**src/rtl/mux151_pkg.sv**
```systemverilog
// Shared FSM encoding and default parameters for the 74HC151 scan controller.
// Both the controller and its dwell counter import this package.
package mux151_pkg;

  localparam int SEL_W_DEF = 3;
  localparam int CHAN_DEF  = 8;
  localparam int DWELL_DEF = 2;
  localparam int CNT_W     = 4;

  typedef enum logic [1:0] {
    S_IDLE   = 2'd0,
    S_SETTLE = 2'd1,
    S_SAMPLE = 2'd2,
    S_DONE   = 2'd3
  } scan_state_e;

endpackage

```
**src/rtl/mux151_dwell_cnt.sv**
```systemverilog
// Settle-time down counter: load with (cycles-1), done is high while the count is zero.
// A SETTLE that loads N-1 therefore lasts exactly N cycles.
module mux151_dwell_cnt
  import mux151_pkg::*;
(
  input  logic             clk,
  input  logic             rst_n,
  input  logic             load,
  input  logic [CNT_W-1:0] load_val,
  output logic             done
);

  logic [CNT_W-1:0] count;

  always_ff @(posedge clk) begin
    if (!rst_n) begin
      count <= '0;
    end else if (load) begin
      count <= load_val;
    end else if (count != '0) begin
      count <= count - CNT_W'(1);
    end
  end

  assign done = (count == '0);

endmodule

```
**src/rtl/mux151_scan_ctrl.sv**
```systemverilog
// Scan controller for an external 74HC151: steps the select lines over the enabled
// channels, samples Y after a settle time, and presents one frame per scan.
module mux151_scan_ctrl
  import mux151_pkg::*;
#(
  parameter int DATA_SelectPart  = SEL_W_DEF,
  parameter int DATA_Single_Part = CHAN_DEF,
  parameter int DWELL            = DWELL_DEF
) (
  input  logic                        clk,
  input  logic                        rst_n,
  input  logic                        start,
  input  logic                        continuous,
  input  logic [DATA_Single_Part-1:0] chan_mask,
  input  logic                        mux_y,
  input  logic                        mux_yf,
  input  logic                        frame_ack,
  output logic                        EN_Part,
  output logic [DATA_SelectPart-1:0]  SelectPart,
  output logic [DATA_Single_Part-1:0] frame_data,
  output logic                        frame_err,
  output logic                        frame_valid,
  output logic                        busy,
  output scan_state_e                 dbg_state
);

  // Handshake: frame_valid rises when a frame is complete and stays high with
  // frame_data/frame_err frozen until the cycle frame_ack is sampled high in DONE;
  // frame_ack at any other time has no effect.

  scan_state_e                 state;
  logic [DATA_Single_Part-1:0] mask_q;
  logic [DATA_SelectPart:0]    first_hit;
  logic [DATA_SelectPart:0]    next_hit;
  logic                        launch;
  logic                        dwell_load;
  logic                        dwell_done;

  // Returns {found, index} of the lowest set bit of m at or above position lo.
  function automatic logic [DATA_SelectPart:0] find_from(
    input logic [DATA_Single_Part-1:0] m,
    input int                          lo
  );
    logic [DATA_SelectPart:0] r;
    r = '0;
    for (int i = DATA_Single_Part - 1; i >= 0; i--) begin
      if (m[i] && (i >= lo)) begin
        r = {1'b1, DATA_SelectPart'(i)};
      end
    end
    return r;
  endfunction

  always_comb begin
    first_hit  = find_from(chan_mask, 0);
    next_hit   = find_from(mask_q, int'(SelectPart) + 1);
    launch     = ((state == S_IDLE) && start) ||
                 ((state == S_DONE) && frame_ack && continuous);
    dwell_load = (launch && first_hit[DATA_SelectPart]) ||
                 ((state == S_SAMPLE) && next_hit[DATA_SelectPart]);
  end

  mux151_dwell_cnt u_dwell (
    .clk      (clk),
    .rst_n    (rst_n),
    .load     (dwell_load),
    .load_val (CNT_W'(DWELL - 1)),
    .done     (dwell_done)
  );

  always_ff @(posedge clk) begin
    if (!rst_n) begin
      state       <= S_IDLE;
      mask_q      <= '0;
      EN_Part     <= 1'b1;
      SelectPart  <= '0;
      frame_data  <= '0;
      frame_err   <= 1'b0;
      frame_valid <= 1'b0;
      busy        <= 1'b1 & 1'b0;
    end else if (launch) begin
      // New frame: mask is captured here so later mask changes cannot leak in.
      mask_q     <= chan_mask;
      frame_data <= '0;
      frame_err  <= 1'b0;
      busy       <= 1'b1;
      if (first_hit[DATA_SelectPart]) begin
        state       <= S_SETTLE;
        SelectPart  <= first_hit[DATA_SelectPart-1:0];
        EN_Part     <= 1'b0;
        frame_valid <= 1'b0;
      end else begin
        state       <= S_DONE;
        frame_valid <= 1'b1;
      end
    end else begin
      case (state)
        S_IDLE: begin
        end
        S_SETTLE: begin
          if (dwell_done) begin
            state <= S_SAMPLE;
          end
        end
        S_SAMPLE: begin
          frame_data[SelectPart] <= mux_y;
          if (mux_y == mux_yf) begin
            frame_err <= 1'b1;
          end
          if (next_hit[DATA_SelectPart]) begin
            state      <= S_SETTLE;
            SelectPart <= next_hit[DATA_SelectPart-1:0];
          end else begin
            state       <= S_DONE;
            EN_Part     <= 1'b1;
            frame_valid <= 1'b1;
          end
        end
        S_DONE: begin
          if (frame_ack) begin
            state       <= S_IDLE;
            frame_valid <= 1'b0;
            busy        <= 1'b0;
          end
        end
        default: begin
          state <= S_IDLE;
        end
      endcase
    end
  end

  assign dbg_state = state;

endmodule
```
**config.mk**
```make
export PLATFORM = sky130hd
export DESIGN_NAME = mux151_scan_ctrl
export DESIGN_NICKNAME = d
export VERILOG_FILES = /design/src/rtl/mux151_pkg.sv /design/src/rtl/mux151_dwell_cnt.sv /design/src/rtl/mux151_scan_ctrl.sv
export SDC_FILE = /design/constraint.sdc
export NUM_CORES = 1
export LEC_CHECK = 0
export ABC_AREA = 1
export BUFFER_PORTS_ARGS = -buffer_cell sky130_fd_sc_hd__buf_2
export CAP_MARGIN = 20
export CELL_PAD_IN_SITES_DETAIL_PLACEMENT = 2
export CELL_PAD_IN_SITES_GLOBAL_PLACEMENT = 2
export CORE_ASPECT_RATIO = 1.2
export CORE_MARGIN = 1.5
export CORE_UTILIZATION = 29
export DETAILED_ROUTE_END_ITERATION = 6
export PLACE_DENSITY = 0.79
export SETUP_SLACK_MARGIN = 0.2
export SLEW_MARGIN = 20
export SYNTH_ARGS = -nofsm -noshare
export SYNTH_HDL_FRONTEND = slang
export SYNTH_HIERARCHICAL = 1
export SYNTH_SLANG_ARGS = --single-unit
```
**constraint.sdc**
```tcl
create_clock -name clk -period 2.5 [get_ports clk]
set_clock_uncertainty 0.1 [all_clocks]
set_input_delay 0.5 -clock clk [delete_from_list [all_inputs] [get_ports clk]]
set_output_delay 0.5 -clock clk [all_outputs]
set_load 0.01 [all_outputs]
```
==> metrics, run 1 <==
status finished clean; Layout Cell Area excl Fill 2126 um^2; worst skew pair latency around 0.28 ns; DR WL/cell 13.67 um; Initial Util 0.3013; RSZ-0062 raised after global routing no; Pre-Repair DR Iteration Count 4; path depth of the worst reg2reg path 13; setup ws final 0.3889 ns; Max Slew Vio Count 0; maxcap violations 0; Die Area 6401 um^2; CTS tree done; Peak VDD IR 0.3841 mV; final setup violation count 0; Met1 Routed Length 2379 um; Clk pin slew, worst setup/hold paths about 0.07 ns; gpl congestion 0.7663; Cell Area, Synth approximately 1700 um^2; gr ovfl total 0; worst r2r src SelectPart[1]$_SDFFE_PN0P_; crit path time final 2.111 ns; DRC Markers 0; post-detail-place hpwl 4175 um; Yosys warnings 6; Max FO, Critical Path 9; slowest stage delay, CP 0.41 ns; share of the synthesized area in the top cell type 0.3377; Top Family by Delay on Critical Path simple AND/OR/NAND/NOR gates; drt initial violations 57; Clock Sinks 29; cells after synthesis roughly 270; fraction of layout cells with a size suffix above 1 0.2219; Synth area leader dfxtp_1; Buf+Inv Stages, Crit Path 1; nets@finish between 300 and 400; pwr/cell area 1204 nW/um^2; initial antenna violation count 0; buffers added on ports 31; Hold EP frame_data[2]$_SDFFE_PP0P_; Hold Path Cell Cnt 2; Hold WS about 0.36 ns; Final Core Density 0.3726; dpl ws 0.1537 ns; HP Start frame_data[2]$_SDFFE_PP0P_; final setup TNS 0 ns; Critical Path End Type flip-flop; leakage power 0.001051 uW; crit path cell chain ha_2 > nand2_1 > nand2_1 > nand3_1 > nand2_1 > nor2_4 > nand2_2 > nand2_4 > nand2_4 > inv_4 > or2_1 > nand3_1 > nor2_1; Inserted Clock Buffers 5; Final ANT Viol Nets 0; Yosys cell types 32; FF-to-FF setup slack 0.39 ns; wire length on met3 about 170 um; Synth async-reset ratio 0; # H-tree levels 2; CTS Hold Bufs 0; first-pass GRT wire length about 9100 um; WS Path Type reg -> reg; uppermost layer routed met4; core footprint between 5000 and 6000 um^2; Syn Area/Cell 6.391 um^2; via/cell ratio 4.719; Vert. Die Dim slightly below 90 um; slowest CP cell dfxtp_2; Main synth FF type dfxtp_1; Synth area leaders dfxtp_1 34%, nand2_1 15%, a21oi_1 7.3%, inv_1 7.2%, nor2_1 6.6%; WP data required 2.58 ns; num ports 32; CTS root buffer clkbuf_8; worst hold path type reg -> reg; Routed WL 5345 um; clk buf depth 2; wire length on met2 2774 um; #FFs+latches synth 29; period utilization 0.8444; Overall Global Routing Usage 0.1828; Fin. Hold Viols 0; vias in the first global route 1943; FILL cells between 700 and 800; crit path DAT 2.19 ns; CP dominant cell by count nand2_1; via total after detailed routing between 1500 and 2000; RR Endpoint u_dwell/count[3]$_SDFFE_PN0P_; Die W 73.29 um; placed inst area 1991 um^2; largest net degree at the start of global routing 21; Row Count 30; Area Growth Syn to Fin 23.65%; post-synthesis sequential area ratio 0.3377; CP Launch Type flip-flop; Max Clk Rate 0.4737 GHz; Antenna Cells 0; Post-synth EDFFs 0
## layout make-up
class / count / area, um^2 / area share
Clock buffer: 7 / 96.34 / 0.04532
Clock inverter: 1 / 5.005 / 0.002354
Inverter: 38 / 146.4 / 0.06886
Multi-Input combinational cell: 198 / 984.7 / 0.4632
Sequential cell: 29 / 585.6 / 0.2755
Tap cell: 80 / 100.1 / 0.04709
Timing Repair Buffer: 38 / 207.7 / 0.09770
## where the power goes
part	internal, uW	switching (uW)	total (uW)
clock	249	188	437
combinational	488	895	1380
sequential	603	136	739
## sequential cells by signal (all words and copies together), names as in the netlist
register	flops
EN_Part	1
frame_data	8
busy	1
SelectPart	3
frame_err	1
mask_q	8
frame_valid	1
dbg_state	2
u_dwell/count	4
## stage by stage
stage | std cells | power, uW
4_1_cts | 389 | 2539
3_5_place_dp | 381 | 2077
5_1_grt | 391 | 2824
3_3_place_gp | 381 | 2020
6_report | 391 | 2560
2_1_floorplan | 271 | 1653
## worst max path at each step
stage | from | endpoint | slack, ns | cells after the start
finish | SelectPart[1]$_SDFFE_PN0P_ | u_dwell/count[3]$_SDFFE_PN0P_ | 0.39 | 13
floorplan | SelectPart[0]$_SDFFE_PN0P_ | u_dwell/count[0]$_SDFFE_PN0P_ | 0.43 | 14
global placement | SelectPart[0]$_SDFFE_PN0P_ | u_dwell/count[3]$_SDFFE_PN0P_ | 0.27 | 14
detailed placement | SelectPart[0]$_SDFFE_PN0P_ | u_dwell/count[0]$_SDFFE_PN0P_ | 0.15 | 13
global route | SelectPart[1]$_SDFFE_PN0P_ | u_dwell/count[0]$_SDFFE_PN0P_ | 0.19 | 14
CTS | SelectPart[0]$_SDFFE_PN0P_ | u_dwell/count[3]$_SDFFE_PN0P_ | 0.21 | 14
## worst reg2reg max path: stages, from the launching register on
cell and delay [ns]:
dfxtp_2 0.41, ha_2 0.23, nand2_1 0.12, nand2_1 0.12, nand3_1 0.11, nand2_1 0.15, nor2_4 0.06, nand2_2 0.08
nand2_4 0.06, nand2_4 0.12, inv_4 0.07, or2_1 0.23, nand3_1 0.10, nor2_1 0.05
## cells in the mapped netlist (3+ instances only)
cell type and n:
nor2_2 3, nand3_1 19, inv_1 33, dfxtp_1 29
o21ai_0 14, nor2_1 30, a21oi_1 25, clkbuf_1 3
nand4_1 3, nand2_1 70, inv_2 3, nand2_2 7
ha_1 5
## cell usage in the layout, fill, tap and decap left out, drive strengths merged
cell type  instances
or2                1
clkbuf             7
o211ai             1
nand4              3
buf               38
o2111ai            1
a21oi             25
o21ai             16
nand2             79
nand3             21
ha                 5
dfxtp             29
nor2              34
xnor2              1
o31ai              1
nor3               1
clkinv             3
inv               36
nand3b             2
nor4               1
conb               4
a31oi              2
## logic make-up (layout without fill, tap and decap cells)
| group | after synthesis | in the layout | synth area share |
|---|---|---|---|
| buffers and inverters | 44 | 84 | 0.1004 |
| other | 2 | 4 | 0.004368 |
| and+or+nand+nor | 142 | 142 | 0.3755 |
| adders and majority gates | 5 | 5 | 0.03639 |
| AOI/OAI and AO/OA | 46 | 46 | 0.1405 |
| xor gates and xnor gates | 1 | 1 | 0.005096 |
| DFF | 29 | 29 | 0.3377 |
## routing by layer
layer,up-vias,GRT usage
met1,877,0.2122
met3,2,0.03935
met2,34,0.3388
li1,932,-
met4,0,0.03602
met5,-,0
## repair_timing
item	in CTS	in global routing
gates resized for setup	2	8
setup endpoints to repair	4	4
endpoints found under the hold margin	0	0
buffers inserted	0	2
No activity file was read; power rests on OpenSTA's default activity.
==> run 2: changes to the inputs <==
--- a/config.mk
+++ b/config.mk
@@ -5,16 +5,16 @@
 export SDC_FILE = /design/constraint.sdc
 export NUM_CORES = 1
 export LEC_CHECK = 0
-export ABC_AREA = 1
+export ABC_AREA = 0
 export BUFFER_PORTS_ARGS = -buffer_cell sky130_fd_sc_hd__buf_2
 export CAP_MARGIN = 20
 export CELL_PAD_IN_SITES_DETAIL_PLACEMENT = 2
 export CELL_PAD_IN_SITES_GLOBAL_PLACEMENT = 2
 export CORE_ASPECT_RATIO = 1.2
 export CORE_MARGIN = 1.5
-export CORE_UTILIZATION = 29
+export CORE_UTILIZATION = 33
 export DETAILED_ROUTE_END_ITERATION = 6
-export PLACE_DENSITY = 0.79
+export PLACE_DENSITY = 0.8
 export SETUP_SLACK_MARGIN = 0.2
 export SLEW_MARGIN = 20
 export SYNTH_ARGS = -nofsm -noshare
==> constraint.sdc (replaced) <==
create_clock -name clk -period 2.1 [get_ports clk]
set_clock_uncertainty 0.1 [all_clocks]
set_input_delay 0.42 -clock clk [delete_from_list [all_inputs] [get_ports clk]]
set_output_delay 0.42 -clock clk [all_outputs]
set_load 0.01 [all_outputs]
==> run 2 against run 1 <==
Against the previous run: the run now ends with setup timing left; synthesized cell count shrank 29%; utilization grew 12 points; design area grew 14%; critical endpoint is now SelectPart[0]$_SDFFE_PN0P_; largest cell class unchanged; highest routed layer unchanged.
==> metrics, run 2 <==
crit path DAT 2.24 ns (+0.05 ns); core footprint 4940 um^2 (-13%); Final ANT Viol Nets 0 (unchanged); Adder-Cell Fraction of Synth Area 0.03690 (+0.0005103); via/cell ratio 5.508 (+17%); via total after detailed routing 1735 (-6.0%); multiplexer share of the synthesized area 0.1129 (+0.1129); Synth area leaders dfxtp_1 34%, mux2i_1 11%, nor2_1 5.8%, ha_1 3.7%, a21oi_1 3.0%; CTS root buffer clkbuf_8; Synth async-reset ratio 0 (unchanged); nets@finish 274 (-17%); vias in the first global route 1818 (-6.4%); Max FO, Critical Path 6 (-3); Clock Sinks 29 (unchanged); Overall Global Routing Usage 0.2446 (+0.06181); Main synth FF type dfxtp_1; slowest stage delay, CP 0.38 ns (-0.03 ns); Pre-Repair DR Iteration Count 4 (unchanged); leading cell type in the layout, fill and taps excluded buf_2; FILL cells 523 (-28%); Vert. Die Dim 81.52 um (-6.7%); pwr/cell area 1242 nW/um^2 (+3.2%); Die Area 5578 um^2 (-13%); FF+latch area 588.1 um^2 (+0.43%); Max Clk Rate 0.4692 GHz (-0.94%); crit path time final 2.131 ns (+0.02006 ns); DR WL/cell 23.64 um (+73%); Syn Area/Cell 8.923 um^2 (+40%); initial antenna violation count 0 (unchanged); post-synthesis xor/xnor area fraction 0.02066 (+0.01557); crit path cell chain ha_4 > or2_2 > o21a_4 > buf_4 > o221ai_4 > o221a_4 > o221ai_2 > a31oi_1; combinational share of power 0.570 (+0.029); Buf+Inv Stages, Crit Path 1 (unchanged); CP Launch Type flip-flop; Worst Tran Pin Value about 0.55 ns; worst skew pair latency 0.31 ns (+0.03 ns); Die W 68.43 um (-6.6%); fraction of layout cells with a size suffix above 1 0.4510 (+0.2291); Routed WL 7446 um (+39%); Clk pin slew, worst setup/hold paths 0.07 ns (about the same); maxcap violations 0 (unchanged); violated checks setup timing; Synth Area in Simple Gates 0.2583 (-0.1172); Synth Area in Compound Gates 0.1786 (+0.03813); Yosys cell types 54 (+69%); share of the synthesized area in the top cell type 0.3424 (+0.004735); first-pass GRT wire length 9818 um (+8.4%); Inserted Clock Buffers 5 (unchanged); final setup violation count 3 (+3); Post-synth EDFFs 0 (unchanged); WP data required 2.21 ns (-0.37 ns); clk buf depth 2 (unchanged); Net Sw Frac 0.4332 (-0.04323); Synth area leader dfxtp_1; gr ovfl total 0 (unchanged); Fin. Hold Viols 0 (unchanged); largest family of logic cells by synthesized area simple AND/OR/NAND/NOR gates; sw power 1303 uW (+6.8%); Critical Path End Type flip-flop; worst hold path type in -> reg; CTS tree done; status finished, violations left; Antenna Cells 0 (unchanged); # H-tree levels 2 (unchanged); Cell Area, Synth 1695 um^2 (-1.4%); drt initial violations 95 (+67%); post-synthesis sequential area ratio 0.3424 (+0.004735); setup ws final -0.03115 ns (-0.4201 ns); dpl ws -0.04216 ns (-0.1958 ns); #FFs+latches synth 29 (unchanged); Hold WS 0.3041 ns (-0.05873 ns); commonest non-fill, non-tap cells in the layout 31 x buf_2, 27 x dfxtp_1, 25 x nor2_1, 25 x buf_4, 18 x mux2i_1; Initial Util 0.3432 (+0.04190); Sequential Power Share 0.263 (-0.026); post-detail-place hpwl 3735 um (-11%); RSZ-0062 raised after global routing yes; Area Growth Syn to Fin 42.80%; Yosys warnings 6 (unchanged); multi-input combinational cell area 1215 um^2 (+23%); WS Path Type reg -> reg; Peak VDD IR 0.4834 mV (+26%); clock share of power 0.167 (-0.004); slowest CP cell dfxtp_4; Rel. slew slack 0.6326; leakage power 0.001042 uW (-0.88%); Top Family by Delay on Critical Path compound AO/OA/AOI/OAI gates; largest registers frame_data: 8 flops, mask_q: 8 flops, u_dwell/count: 4 flops; period utilization 1.015 (+0.1704); synth cell count leaders 29 x dfxtp_1, 26 x nor2_1, 18 x mux2i_1, 10 x a21oi_1; Int Pwr 1704 uW (+27%); num ports 32 (unchanged); cells after synthesis 190 (-29%); Row Count 28 (-6.7%); gpl congestion 0.7409 (-3.3%); largest net degree at the start of global routing 14 (-33%); buffers added on ports 31 (unchanged); DRC Markers 0 (unchanged); Max Slew Vio Count 0 (unchanged); most common cell in the netlist dfxtp_1
==> run 2: cell types whose count changed in the layout (fill, tap and decap cells not counted), sizes merged, moves of 13 or more <==
cell   previous run  this run
a21oi            25        10
buf              38        62
inv              36         8
mux2i             0        18
nand2            79        10
nand3            21         8
==> run 2: routing by layer <==
layer,vias up,global-route usage,wire length (um)
li1,802,-,-
met1,860,0.2883,2964
met5,-,0,0
met2,53,0.4240,3925
met3,20,0.04110,293
met4,0,0.1120,263
==> run 2: what timing repair did <==
item	in CTS	in global routing
hold buffers	0	0
resized for setup	9	17
setup endpoints to repair	8	10
pin swaps	11	12
hold endpoints to repair	0	0
gates cloned	1	0
buffers inserted	14	3
==> run 2: cells by family (layout without fill, tap and decap cells) <==
| logic type | count (synthesis) | count (layout) |
|---|---|---|
| AND/OR/NAND/NOR | 77 | 77 |
| other | 2 | 4 |
| adder cells (fa/ha/maj) | 5 | 5 |
| buffers and inverters | 16 | 78 |
| XOR/XNOR | 4 | 4 |
| AO/OA/AOI/OAI | 38 | 39 |
| multiplexers | 19 | 19 |
| flip-flops | 29 | 29 |
==> run 2: power by group through the flow <==
| stage | logic (uW) | clock network (uW) | registers [uW] |
|---|---|---|---|
| 2_1_floorplan | 817 | 0 | 789 |
| 3_3_place_gp | 1090 | 0 | 790 |
| 3_5_place_dp | 1130 | 0 | 800 |
| 4_1_cts | 1430 | 488 | 787 |
| 5_1_grt | 1820 | 525 | 806 |
| 6_report | 1710 | 501 | 792 |
==> run 2: layout make-up <==
type,instances,share of cell area
Clock buffer,5,0.02842
Timing Repair Buffer,62,0.1731
Clock inverter,3,0.009302
Inverter,8,0.01344
Multi-Input combinational cell,148,0.5018
Tap cell,60,0.03101
Sequential cell,29,0.2429
==> run 2: through the flow <==
step	util	total power (uW)	instances	instance area [um^2]	TNS (ns)
2_1_floorplan	-	1606	192	1755	0
3_3_place_gp	0.4116	1879	289	2033	0
3_5_place_dp	0.4116	1927	289	2033	-0.04216
4_1_cts	0.4673	2707	312	2308	0
5_1_grt	0.4901	3146	315	2421	-0.3044
6_report	0.4901	3007	315	2421	-0.05712
==> run 2: worst paths after layout <==
| path | start | endpoint | slack [ns] | depth (start not counted) |
|---|---|---|---|---|
| max | SelectPart[1]$_SDFFE_PN0P_ | SelectPart[0]$_SDFFE_PN0P_ | -0.03 | 8 |
| min | chan_mask[4] | mask_q[4]$_SDFFE_PN0N_ | 0.30 | 3 |
| max reg2reg | SelectPart[1]$_SDFFE_PN0P_ | SelectPart[0]$_SDFFE_PN0P_ | -0.03 | 8 |
| min reg2reg | busy$_SDFFE_PN0P_ | busy$_SDFFE_PN0P_ | 0.39 | 2 |
==> run 2: worst min-delay path, cell delays in order <==
cell and delay [ns]:
buf_2 0.12, mux2i_1 0.07, nor2_1 0.07
